[config.mk]
export PLATFORM = sky130hd
export DESIGN_NAME = serial_left_shifter
export DESIGN_NICKNAME = d
export VERILOG_FILES = /design/src/rtl/serial_left_shifter_pkg.sv /design/src/rtl/serial_left_shifter_step.sv /design/src/rtl/serial_left_shifter.sv
export SDC_FILE = /design/constraint.sdc
export NUM_CORES = 1
export LEC_CHECK = 0
export BUFFER_PORTS_ARGS = -buffer_cell sky130_fd_sc_hd__buf_4
export CAP_MARGIN = 20
export CORE_UTILIZATION = 40
export CTS_CLUSTER_SIZE = 28
export DETAILED_ROUTE_END_ITERATION = 6
export PLACE_DENSITY_LB_ADDON = 0.12
export RECOVER_POWER = 25
export SETUP_SLACK_MARGIN = 0.02
export SYNTH_ARGS = -nofsm -noshare
export SYNTH_HDL_FRONTEND = slang
export SYNTH_SLANG_ARGS = --single-unit
[constraint.sdc]
create_clock -name clk -period 2.4 [get_ports clk]
set_clock_uncertainty 0.2 [all_clocks]
set_input_delay 0 -clock clk [delete_from_list [all_inputs] [get_ports clk]]
set_output_delay 0 -clock clk [all_outputs]
set_load 0.1 [all_outputs]
[src/rtl/serial_left_shifter_pkg.sv]
// Shared definitions for the iterative left shifter/rotator.
// - FSM state encodings (ST_IDLE / ST_SHIFT / ST_DONE, 2'b11 is unused)
// - Op encodings (OP_ROL / OP_SLL)
// - Default data and count widths
package serial_left_shifter_pkg;

  localparam int N_DEF = 16;
  localparam int C_DEF = 4;

  typedef enum logic [1:0] {
    ST_IDLE    = 2'b00,
    ST_SHIFT   = 2'b01,
    ST_DONE    = 2'b10,
    ST_ILLEGAL = 2'b11
  } state_t;

  localparam logic OP_ROL = 1'b0;
  localparam logic OP_SLL = 1'b1;

endpackage

[src/rtl/serial_left_shifter_step.sv]
// One combinational left step: shift or rotate a word left by 1 or by 4.
// Ports:
//   In    - operand (N bits)
//   Op    - OP_SLL: zero fill, OP_ROL: refill from the MSBs
//   Step4 - 1: move by 4 bits, 0: move by 1 bit
//   Out   - stepped word (N bits)
// N must be at least 4.
module left_shift_step
  import serial_left_shifter_pkg::*;
#(
  parameter int N = N_DEF
) (
  input  logic [N-1:0] In,
  input  logic         Op,
  input  logic         Step4,
  output logic [N-1:0] Out
);

  logic [3:0] fill4;
  logic       fill1;

  always_comb begin
    fill4 = (Op == OP_SLL) ? 4'b0000 : In[N-1 -: 4];
    fill1 = (Op == OP_SLL) ? 1'b0    : In[N-1];
    if (Step4) Out = {In[N-5:0], fill4};
    else       Out = {In[N-2:0], fill1};
  end

endmodule

[src/rtl/serial_left_shifter.sv]
// Multi-cycle iterative left shifter/rotator (SLL / ROL).
// A request (In, Cnt, Op) is taken over a valid/ready handshake in IDLE,
// shifted 1 bit per cycle (or 4 bits while at least 4 remain when STEP4=1),
// and the result is held in the Out register until the consumer accepts it.
// Ports:
//   clk, rst            - clock, asynchronous active-high reset
//   in_valid, in_ready  - request handshake (in_ready high only in IDLE)
//   In, Cnt, Op         - operand, shift amount, 1=SLL / 0=ROL
//   out_valid, out_ready- result handshake (out_valid high in DONE)
//   Out                 - registered result, updated only on DONE entry
//   busy                - high in SHIFT or DONE
module serial_left_shifter
  import serial_left_shifter_pkg::*;
#(
  parameter int N     = N_DEF,
  parameter int C     = C_DEF,
  parameter int STEP4 = 0
) (
  input  logic         clk,
  input  logic         rst,
  input  logic         in_valid,
  output logic         in_ready,
  input  logic [N-1:0] In,
  input  logic [C-1:0] Cnt,
  input  logic         Op,
  output logic         out_valid,
  input  logic         out_ready,
  output logic [N-1:0] Out,
  output logic         busy
);

  state_t       state, state_nx;
  logic [N-1:0] data, data_sh;
  logic [C-1:0] rem, rem_nx, step_amt;
  logic         op;
  logic         step4;
  logic         accept;

  assign accept   = in_valid && in_ready;
  // Wide steps only while they cannot overshoot the remaining count.
  assign step4    = (STEP4 != 0) && (rem >= C'(4));
  assign step_amt = step4 ? C'(4) : C'(1);
  assign rem_nx   = rem - step_amt;

  left_shift_step #(.N(N)) u_step (
    .In    (data),
    .Op    (op),
    .Step4 (step4),
    .Out   (data_sh)
  );

  // State register
  always_ff @(posedge clk or posedge rst) begin
    if (rst) state <= ST_IDLE;
    else     state <= state_nx;
  end

  // Next-state logic
  always_comb begin
    state_nx = state;
    case (state)
      ST_IDLE: begin
        if (accept) state_nx = (Cnt == '0) ? ST_DONE : ST_SHIFT;
      end
      ST_SHIFT: begin
        if (rem_nx == '0) state_nx = ST_DONE;
      end
      ST_DONE: begin
        if (out_ready) state_nx = ST_IDLE;
      end
      default: state_nx = ST_IDLE;
    endcase
  end

  // Outputs are pure decodes of the state register, so nothing on the
  // output side depends combinationally on an input.
  always_comb begin
    in_ready  = (state == ST_IDLE);
    out_valid = (state == ST_DONE);
    busy      = (state == ST_SHIFT) || (state == ST_DONE);
  end

  // Datapath: working word, remaining count, latched op and result.
  always_ff @(posedge clk or posedge rst) begin
    if (rst) begin
      data <= '0;
      rem  <= '0;
      op   <= 1'b0;
      Out  <= '0;
    end else begin
      case (state)
        ST_IDLE: begin
          if (accept) begin
            data <= In;
            rem  <= Cnt;
            op   <= Op;
            if (Cnt == '0) Out <= In;
          end
        end
        ST_SHIFT: begin
          data <= data_sh;
          rem  <= rem_nx;
          if (rem_nx == '0) Out <= data_sh;
        end
        default: ;
      endcase
    end
  end

endmodule

==> results of run 1 <==
-- area by class of cell --
| class | count | share of cell area, % |
|---|---|---|
| sequential | 39 | 36.1 |
| multi-input combinational | 97 | 34.3 |
| timing repair buffer | 73 | 22.3 |
| clock buffer | 8 | 3.71 |
| inverter | 7 | 0.973 |
| tap | 54 | 2.50 |
-- placed cells by master (no fill, tap or decap), types with 2 or more instances in the layout --
cell type	count
sky130_fd_sc_hd__ha_1	3
sky130_fd_sc_hd__mux2_4	10
sky130_fd_sc_hd__nor2_1	6
sky130_fd_sc_hd__a31oi_1	3
sky130_fd_sc_hd__dlygate4sd3_1	23
sky130_fd_sc_hd__nand3_1	2
sky130_fd_sc_hd__nand2b_1	2
sky130_fd_sc_hd__clkbuf_8	7
sky130_fd_sc_hd__dfrtp_1	39
sky130_fd_sc_hd__inv_1	6
sky130_fd_sc_hd__buf_4	48
sky130_fd_sc_hd__a21oi_1	12
sky130_fd_sc_hd__o21ai_0	5
sky130_fd_sc_hd__mux2i_1	5
sky130_fd_sc_hd__nand2_1	4
sky130_fd_sc_hd__mux2_2	29
-- critical path, stage by stage (launching register included) --
cell,delay [ns]
sky130_fd_sc_hd__dfrtp_1,0.41
sky130_fd_sc_hd__inv_1,0.12
sky130_fd_sc_hd__ha_2,0.24
sky130_fd_sc_hd__and2_1,0.16
sky130_fd_sc_hd__a21oi_1,0.08
sky130_fd_sc_hd__o221ai_4,0.36
sky130_fd_sc_hd__and3_4,0.27
sky130_fd_sc_hd__mux2_1,0.31
-- per-layer routing --
| metal | share of wire (%) | GRT usage, % | vias to the layer above | routed length [um] |
|---|---|---|---|---|
| met5 | 0 | 0 | - | 0 |
| met4 | 1.9 | 7.63 | 0 | 76 |
| met3 | 3.1 | 3.66 | 9 | 120 |
| met2 | 49 | 27.8 | 27 | 1930 |
| met1 | 46 | 23.7 | 687 | 1800 |
| li1 | - | - | 674 | - |
-- worst paths after layout --
path	to	slack, ns	cells after the start
max in group asynchronous	Out[8]	1.04	4
min	state[1]	0.01	4
min reg2reg	data[5]	0.30	1
max	state[0]	0.14	7
max reg2reg	state[0]	0.14	7
min in group asynchronous	state[0]	0.37	4
-- cells by family after synthesis --
logic type,Yosys count
AOI/OAI and AO/OA,26
adders and majority gates,5
buffers and inverters,14
DFF,39
muxes,45
and+or+nand+nor,21
-- flip-flops by register name, summed over array words and instances (netlist names) --
register	count
state	2
Out	16
rem	4
data	16
op	1
-- timing repair --
action	CTS	global route
resized for setup	0	3
hold endpoints to repair	78	0
buffers inserted	0	1
hold buffers	23	0
endpoints found under the setup margin	0	14
-- stage by stage --
stage	util, %	cells	worst slack (ns)	area, um2
finish	57.5	278	0.140	2700
global route	57.5	278	0.0135	2700
floorplan	-	150	0.162	1960
CTS	57.1	277	0.0765	2680
detailed placement	50.1	246	0.0943	2350
global placement	50.1	246	0.203	2350
==> qor.log, run 1 <==
INFO  yosys          ys_dominant_reg_cell=sky130_fd_sc_hd__dfrtp_1
INFO  critical_path  critical_path_peak_fanout=7
INFO  floorplanning  die-area=5160um2
INFO  critical_path  timing.critical_path.from_type=register
INFO  placement      place.port_buffers=43
INFO  cts            clock-root-buffer=sky130_fd_sc_hd__clkbuf_8
INFO  floorplanning  fp.dieH=71.8um
INFO  yosys          async_reset_ff_share=100%
INFO  global_route   grt_pass1_vias=1518
INFO  routing        initialDrtViolationCount=60
INFO  placement      hpwlAfterDp=2690um
INFO  timing         fin_crit_share=94.2%
INFO  routing        drc_violations_left=0
INFO  yosys          syn-cell-area=1950um2
INFO  cells_and_area multi_input_area=927um2
INFO  timing         final-setup-viol-count=0
INFO  cells_and_area ff_latch_area=976um2
INFO  yosys          post_synth_xor_area_fraction=0%
INFO  routing        post_drt_via_cell_ratio=5.03
INFO  critical_path  rr_startpoint=rem[0]
INFO  flow_run       drv_cap=0
INFO  yosys          post_synth_num_cell_types=32
INFO  yosys          synthesis.nets=180
INFO  global_route   first_pass_grt_wire_length=7020um
INFO  hold_path      worstHoldPathType=in -> reg
INFO  yosys          synth.avg_cell_area=13.0um2
INFO  yosys          yosysSeqAreaShare=50.1%
INFO  cts            number_of_buffers_inserted_during_clock_tree_synthesis=5
INFO  yosys          synthesis.instances=150
INFO  yosys          synth_top_cells_by_count=39 x sky130_fd_sc_hd__dfrtp_1, 29 x sky130_fd_sc_hd__mux2_2, 12 x sky130_fd_sc_hd__a21oi_1
INFO  cells_and_area drive_above_1_share=47.3%
INFO  cells_and_area area.growth.synth_to_final=38.5%
INFO  cells_and_area fill_cells=409
INFO  timing         sum_of_negative_setup_slack=0ns
INFO  yosys          synth-edff-count=0
INFO  cells_and_area diodes=0
INFO  yosys          mux_contribution_to_synthesized_area=27.6%
INFO  floorplanning  die_w=71.8um
INFO  yosys          synth_top_cell_area_share=50.1%
INFO  cts            clk_pin_slew=0.07ns
INFO  critical_path  required=2.37ns
INFO  yosys          synth_seq_cells=39
INFO  routing        routed_vias=1397
INFO  timing         setup_repair_after_global_routing_missed_its_margin=no
INFO  timing         period_needed=2.26ns
INFO  yosys          synth_compound_area_share=8.86%
INFO  yosys          synth-warning-count=0
INFO  routing        length_of_the_first_detailed_routing_pass_in_iterations=4
INFO  floorplanning  placementRows=25
INFO  yosys          synthDominantAreaCellType=sky130_fd_sc_hd__dfrtp_1
INFO  status         status=finished clean
INFO  critical_path  setup.worst_path.start=rem[0]
INFO  global_route   initial_antenna_violation_count=0
INFO  routing        route.antenna.remaining_nets=0
INFO  routing        wirelength=3930um
INFO  global_route   overflow=0
INFO  timing         max-slew-margin-rel=35.3%
INFO  yosys          share_of_synthesized_cell_area_in_and_or_nand_and_nor_gates=6.42%
INFO  floorplanning  floorplan_core_area=4690um2
INFO  critical_path  cp.arrival=2.23ns
INFO  timing         hold_violations=0
INFO  yosys          synth_top_family_by_area=multiplexers
INFO  yosys          yosys.area_share.adder=3.21%
INFO  hold_path      hold_path_startpoint=out_ready
INFO  cells_and_area nNetsFinal=253
INFO  cts            tritoncts_num_sinks=39
INFO  critical_path  critical_path_class=reg -> reg
INFO  timing         finalMaxSlewViolations=0
INFO  cts            worst_skew_pair.late_latency=0.28ns
INFO  floorplanning  initial_utilization=41.5%
INFO  timing         worst_pin_slew=0.970ns
INFO  timing         hold_slack=0.0107ns
INFO  cts            clock_path_buffers=2
INFO  floorplanning  pin_count=44
INFO  timing         achievable-frequency=442MHz
INFO  routing        route.detailed.wl_per_inst=14.1um
INFO  global_route   grt_max_degree=40
INFO  critical_path  endpoint_kind=register
INFO  cts            ctsHtreeMaxLevel=2
INFO  cts            cts_tree=done
INFO  yosys          synth_area_leaders=sky130_fd_sc_hd__dfrtp_1 50%, sky130_fd_sc_hd__mux2_2 17%, sky130_fd_sc_hd__mux2_4 7.7%
INFO  global_route   grtUsageTotal=17.7%
INFO  yosys          synth_most_common_cell=sky130_fd_sc_hd__dfrtp_1
INFO  placement      gpl.final_weighted_congestion=0.691
Power of run 1 is not shown: default switching activity piles up to over one toggle a cycle in this logic, so the estimate is an artifact.
==> inputs of run 2 (changes only) <==
--- a/config.mk
+++ b/config.mk
@@ -7,7 +7,10 @@
 export LEC_CHECK = 0
 export BUFFER_PORTS_ARGS = -buffer_cell sky130_fd_sc_hd__buf_4
 export CAP_MARGIN = 20
-export CORE_UTILIZATION = 40
+export CELL_PAD_IN_SITES_DETAIL_PLACEMENT = 1
+export CELL_PAD_IN_SITES_GLOBAL_PLACEMENT = 2
+export CORE_UTILIZATION = 35
+export CTS_CLUSTER_DIAMETER = 40
 export CTS_CLUSTER_SIZE = 28
 export DETAILED_ROUTE_END_ITERATION = 6
 export PLACE_DENSITY_LB_ADDON = 0.12
==> run 2 against run 1 <==
  * Via count rose by 0.72%
  * Largest cell class unchanged
  * Critical path depth unchanged
  * Sequential share of layout area is essentially flat
==> qor.log, run 2 (synthesis gave the netlist of run 1 again) <==
INFO  status         status=finished clean
INFO  cells_and_area multi_input_area=920um2
INFO  global_route   initial_antenna_violation_count=0
INFO  routing        length_of_the_first_detailed_routing_pass_in_iterations=4
INFO  floorplanning  die-area=5870um2
INFO  critical_path  critical-path-max-stage-delay=0.41ns
INFO  routing        routed_vias=1407
INFO  cts            tritoncts_num_sinks=39
INFO  routing        post_drt_via_cell_ratio=4.84
INFO  floorplanning  placementRows=26
INFO  global_route   grtUsageTotal=16.6%
INFO  timing         hold_slack=0.0136ns
INFO  cells_and_area final_cell_mix=44 x sky130_fd_sc_hd__buf_4, 39 x sky130_fd_sc_hd__dfrtp_1, 29 x sky130_fd_sc_hd__mux2_2
INFO  floorplanning  pin_count=44
INFO  routing        route.antenna.remaining_nets=0
INFO  hold_path      hold_path_startpoint=out_ready
INFO  floorplanning  initial_utilization=37.2%
INFO  hold_path      worstHoldPathType=in -> reg
INFO  floorplanning  die_w=76.6um
INFO  timing         finalMaxSlewViolations=0
INFO  cells_and_area fill_cells=546
INFO  timing         achievable-frequency=442MHz
INFO  global_route   overflow=0
INFO  critical_path  rr_startpoint=rem[0]
INFO  global_route   grt_max_degree=40
INFO  critical_path  endpoint_kind=register
INFO  critical_path  r2r_setup_slack=0.14ns
INFO  global_route   grt_pass1_vias=1575
INFO  cells_and_area diodes=0
INFO  cts            number_of_buffers_inserted_during_clock_tree_synthesis=5
INFO  global_route   first_pass_grt_wire_length=7490um
INFO  placement      gpl.final_weighted_congestion=0.813
INFO  cts            clock_path_buffers=2
INFO  cells_and_area area.growth.synth_to_final=38.6%
INFO  routing        initialDrtViolationCount=17
INFO  timing         fin_crit_share=94.3%
INFO  cells_and_area ff_latch_area=976um2
INFO  critical_path  critPathBufInv=1
INFO  floorplanning  fp.dieH=76.6um
INFO  placement      place.port_buffers=43
INFO  hold_path      min_delay_worst_endpoint=state[1]
INFO  floorplanning  floorplan_core_area=5240um2
INFO  timing         period_needed=2.26ns
INFO  timing         hold_violations=0
INFO  cells_and_area layout_top_registers=Out: 16 flops, data: 16 flops, rem: 4 flops
INFO  critical_path  reg2reg_depth=7
INFO  routing        wirelength=4350um
INFO  critical_path  critical_path.cell_chain=inv_1 > ha_1 > and2_1 > a21oi_1 > o221ai_4 > and3_1 > mux2_1
INFO  critical_path  cp.arrival=2.23ns
INFO  critical_path  timing.critical_path.from_type=register
INFO  cts            cts_tree=done
INFO  placement      hpwlAfterDp=3050um
INFO  cts            ctsHtreeMaxLevel=2
INFO  critical_path  critical_path_class=reg -> reg
INFO  critical_path  critical_path_peak_fanout=8
INFO  critical_path  critical_path.top_delay_family=simple AND/OR/NAND/NOR gates
INFO  timing         worst_pin_slew=1.01ns
INFO  critical_path  critical_path.reg2reg.endpoint=state[0]
INFO  cts            clk_pin_slew=0.07ns
INFO  timing         sum_of_negative_setup_slack=0ns
INFO  cells_and_area nNetsFinal=250
INFO  timing         final-setup-viol-count=0
INFO  hold_path      hold_depth=4
INFO  critical_path  worst_path_max_delay_cell=sky130_fd_sc_hd__dfrtp_1
INFO  flow_run       drv_cap=0
INFO  cells_and_area layout.cells.most_common=sky130_fd_sc_hd__buf_4
INFO  cts            clock-root-buffer=sky130_fd_sc_hd__clkbuf_8
INFO  cells_and_area drive_above_1_share=45.7%
INFO  timing         setup_repair_after_global_routing_missed_its_margin=no
INFO  critical_path  required=2.37ns
INFO  cts            worst_skew_pair.late_latency=0.28ns
INFO  routing        drc_violations_left=0
INFO  timing         max-slew-margin-rel=33.0%
INFO  critical_path  setup.worst_path.start=rem[0]
INFO  routing        route.detailed.wl_per_inst=15.0um
## run 2: cell count changes in the layout (fill, tap and decap cells not counted), sizes merged
| cell | before | now |
|---|---|---|
| buf | 48 | 45 |
## run 2: repair_timing
action / CTS / global route
buffers inserted: 0 / 0
setup endpoints to repair: 0 / 3
endpoints found under the hold margin: 78 / 0
hold buffers: 23 / 0
gates resized for setup: 0 / 1
## run 2: cell type report
type                            count  area share [%]
Sequential cell                    39            36.1
Multi-Input combinational cell     97            34.0
Timing Repair Buffer               70            21.9
Clock buffer                        8            3.70
Tap cell                           70            3.24
Inverter                            7           0.972
## run 2: routing by layer
metal  track usage (%)  wire length (um)
met3              4.31               173
met4              5.19                55
met1              19.1              1870
met5                 0                 0
met2              29.9              2260
## run 2: per-stage QoR
stage	setup slack (ns)	std cells	utilization, %	cell area, um2
4_1_cts	0.0681	291	51.5	2700
3_5_place_dp	0.0824	260	45.2	2370
2_1_floorplan	0.162	150	-	1960
6_report	0.137	291	51.6	2700
3_3_place_gp	0.197	260	45.2	2370
5_1_grt	0.0402	291	51.6	2700
## run 2: worst max path at each step
stage                          end  slack, ns  cells after the start
after CTS                   Out[8]       0.07                      7
after detailed placement    Out[8]       0.08                      7
after global placement      Out[7]       0.20                      7
after floorplan             Out[0]       0.16                      9
final                     state[0]       0.14                      7
after global routing      state[0]       0.04                      7
## run 2: worst reg2reg max path: cells and delay by family (launching register included)
family | cells | cell delay (ns)
fa+ha+maj | 1 | 0.25
mux | 1 | 0.32
flops | 1 | 0.41
compound gates | 2 | 0.42
buf+inv | 1 | 0.10
simple gates | 2 | 0.44
Power of run 2 is left out for the same reason.
==> inputs of run 3 (changes only) <==
--- a/config.mk
+++ b/config.mk
@@ -13,6 +13,7 @@
 export CTS_CLUSTER_DIAMETER = 40
 export CTS_CLUSTER_SIZE = 28
 export DETAILED_ROUTE_END_ITERATION = 6
+export HOLD_SLACK_MARGIN = 0.15
 export PLACE_DENSITY_LB_ADDON = 0.12
 export RECOVER_POWER = 25
 export SETUP_SLACK_MARGIN = 0.02
==> run 3 against run 2 <==
  * Cell count grew 3.1%
  * Sequential cell count is the same
  * Wire length grew 6.7%
  * Via count grew 2.3%
  * Utilization grew 2.5 points
  * Register-to-register slack is essentially flat
  * Sequential share of layout area shrank 1.7 points
  * Setup slack lost 0.0061 ns
  * Die area is the same
  * Non-clock buffer count grew 9
  * First-iteration DRC count grew 47%
  * Cell area grew 4.9%
  * Critical path type unchanged
==> qor.log, run 3 (synthesis gave the netlist of run 1 again) <==
INFO  status         status=finished clean
INFO  global_route   grt.met1_usage=19.8%
INFO  timing         achievable-frequency=441MHz
INFO  cts            clock_path_buffers=2
INFO  critical_path  required=2.37ns
INFO  cts            worst_skew_pair.late_latency=0.28ns
INFO  cells_and_area nNetsFinal=259
INFO  timing         hold_violations=0
INFO  floorplanning  placementRows=26
INFO  floorplanning  pin_count=44
INFO  routing        drc_violations_left=0
INFO  cts            clk_pin_slew=0.08ns
INFO  cells_and_area layout.cells.most_common=sky130_fd_sc_hd__buf_4
INFO  timing         fin_crit_share=94.5%
INFO  cells_and_area area.growth.synth_to_final=45.4%
INFO  global_route   first_pass_grt_wire_length=7690um
INFO  critical_path  rr_startpoint=rem[0]
INFO  timing         final-setup-viol-count=0
INFO  critical_path  critical_path_peak_fanout=8
INFO  floorplanning  floorplan_core_area=5240um2
INFO  routing        length_of_the_first_detailed_routing_pass_in_iterations=2
INFO  critical_path  critical-path-max-stage-delay=0.41ns
INFO  critical_path  timing.critical_path.from_type=register
INFO  floorplanning  initial_utilization=37.2%
INFO  global_route   grtUsageTotal=17.0%
INFO  global_route   use_met3=4.19%
INFO  routing        routed_vias=1440
INFO  global_route   global_route.peak_usage_layer=met2
INFO  cts            tritoncts_num_sinks=39
INFO  timing         hold_slack=0.308ns
INFO  hold_path      hold_depth=1
INFO  critical_path  cp.arrival=2.24ns
INFO  critical_path  endpoint_kind=register
INFO  cts            number_of_buffers_inserted_during_clock_tree_synthesis=5
INFO  placement      gpl.final_weighted_congestion=0.813
INFO  hold_path      hold_path_startpoint=data[4]
INFO  timing         worst_pin_slew=1.03ns
INFO  cells_and_area final_cell_mix=43 x sky130_fd_sc_hd__buf_4, 39 x sky130_fd_sc_hd__dfrtp_1, 31 x sky130_fd_sc_hd__dlygate4sd3_1
INFO  critical_path  worst_path_max_delay_cell=sky130_fd_sc_hd__dfrtp_1
INFO  floorplanning  die-area=5870um2
INFO  critical_path  critical_path_class=reg -> reg
INFO  critical_path  reg2reg_depth=7
INFO  global_route   grt_pass1_vias=1611
INFO  routing        post_drt_via_cell_ratio=4.80
INFO  critical_path  r2r_setup_slack=0.13ns
INFO  timing         finalMaxSlewViolations=0
INFO  hold_path      min_delay_worst_endpoint=data[4]
INFO  global_route   overflow=0
INFO  hold_path      worstHoldPathType=reg -> reg
INFO  placement      place.port_buffers=43
INFO  global_route   initial_antenna_violation_count=0
INFO  routing        route.detailed.wl_per_inst=15.5um
INFO  cells_and_area drive_above_1_share=45.2%
INFO  timing         period_needed=2.27ns
INFO  routing        wirelength=4650um
INFO  cts            clock-root-buffer=sky130_fd_sc_hd__clkbuf_8
INFO  cells_and_area layout_top_registers=Out: 16 flops, data: 16 flops, rem: 4 flops
INFO  cells_and_area diodes=0
INFO  floorplanning  fp.dieH=76.6um
INFO  critical_path  critical_path.reg2reg.endpoint=state[0]
INFO  cts            cts_tree=done
INFO  global_route   grt_max_degree=40
INFO  placement      hpwlAfterDp=3050um
INFO  critical_path  critical_path.cell_chain=inv_1 > ha_1 > and2_1 > a21oi_1 > o221ai_4 > and3_1 > mux2_1
INFO  flow_run       drv_cap=0
INFO  timing         setup_repair_after_global_routing_missed_its_margin=no
INFO  routing        initialDrtViolationCount=25
INFO  global_route   gr-usage-met2=30.5%
INFO  routing        route.antenna.remaining_nets=0
INFO  timing         sum_of_negative_setup_slack=0ns
INFO  cts            ctsHtreeMaxLevel=2
INFO  floorplanning  die_w=76.6um
INFO  timing         max-slew-margin-rel=31.1%
[run 3: how the worst max path moves through the flow]
stage,start,endpoint,slack [ns],cells past startpoint
floorplan,state[0],Out[0],0.16,9
global placement,rem[0],Out[7],0.20,7
detailed placement,rem[0],Out[8],0.08,7
CTS,rem[0],Out[8],0.07,7
global route,rem[0],state[0],0.04,7
finish,rem[0],state[0],0.13,7
[run 3: per-stage QoR]
step	setup WS [ns]	instance area (um2)	util, %	std cells
4_1_cts	0.0681	2780	53.0	299
6_report	0.131	2840	54.1	300
2_1_floorplan	0.162	1960	-	150
3_3_place_gp	0.197	2370	45.2	260
3_5_place_dp	0.0824	2370	45.2	260
5_1_grt	0.0380	2840	54.1	300
[run 3: metal layers]
layer  vias up  part of all wire [%]
li1        689                     -
met1       715                    42
met2        30                    53
met3         6                   3.4
met4         0                   1.2
met5         -                     0
[run 3: area by class of cell]
| type | instances | area [um2] |
|---|---|---|
| clock buffer | 8 | 100 |
| fill | 539 | 2400 |
| inverter | 7 | 26.3 |
| multi-input combinational | 97 | 943 |
| sequential | 39 | 976 |
| tap | 70 | 87.6 |
| timing repair buffer | 79 | 702 |
[run 3: critical path, delay by kind of cell (launching register included)]
family                     cells  cell delay, ns
muxes                          1            0.32
DFF                            1            0.41
AOI/OAI and AO/OA              2            0.42
buffers and inverters          1            0.10
and+or+nand+nor                2            0.44
adders and majority gates      1            0.25
[run 3: timing repair]
item | 4_1_cts | 5_1_grt
endpoints found under the hold margin | 78 | 0
setup endpoints to repair | 0 | 6
resized for setup | 0 | 6
buffers inserted | 0 | 0
hold buffers | 31 | 0
Power of run 3 is left out for the same reason.
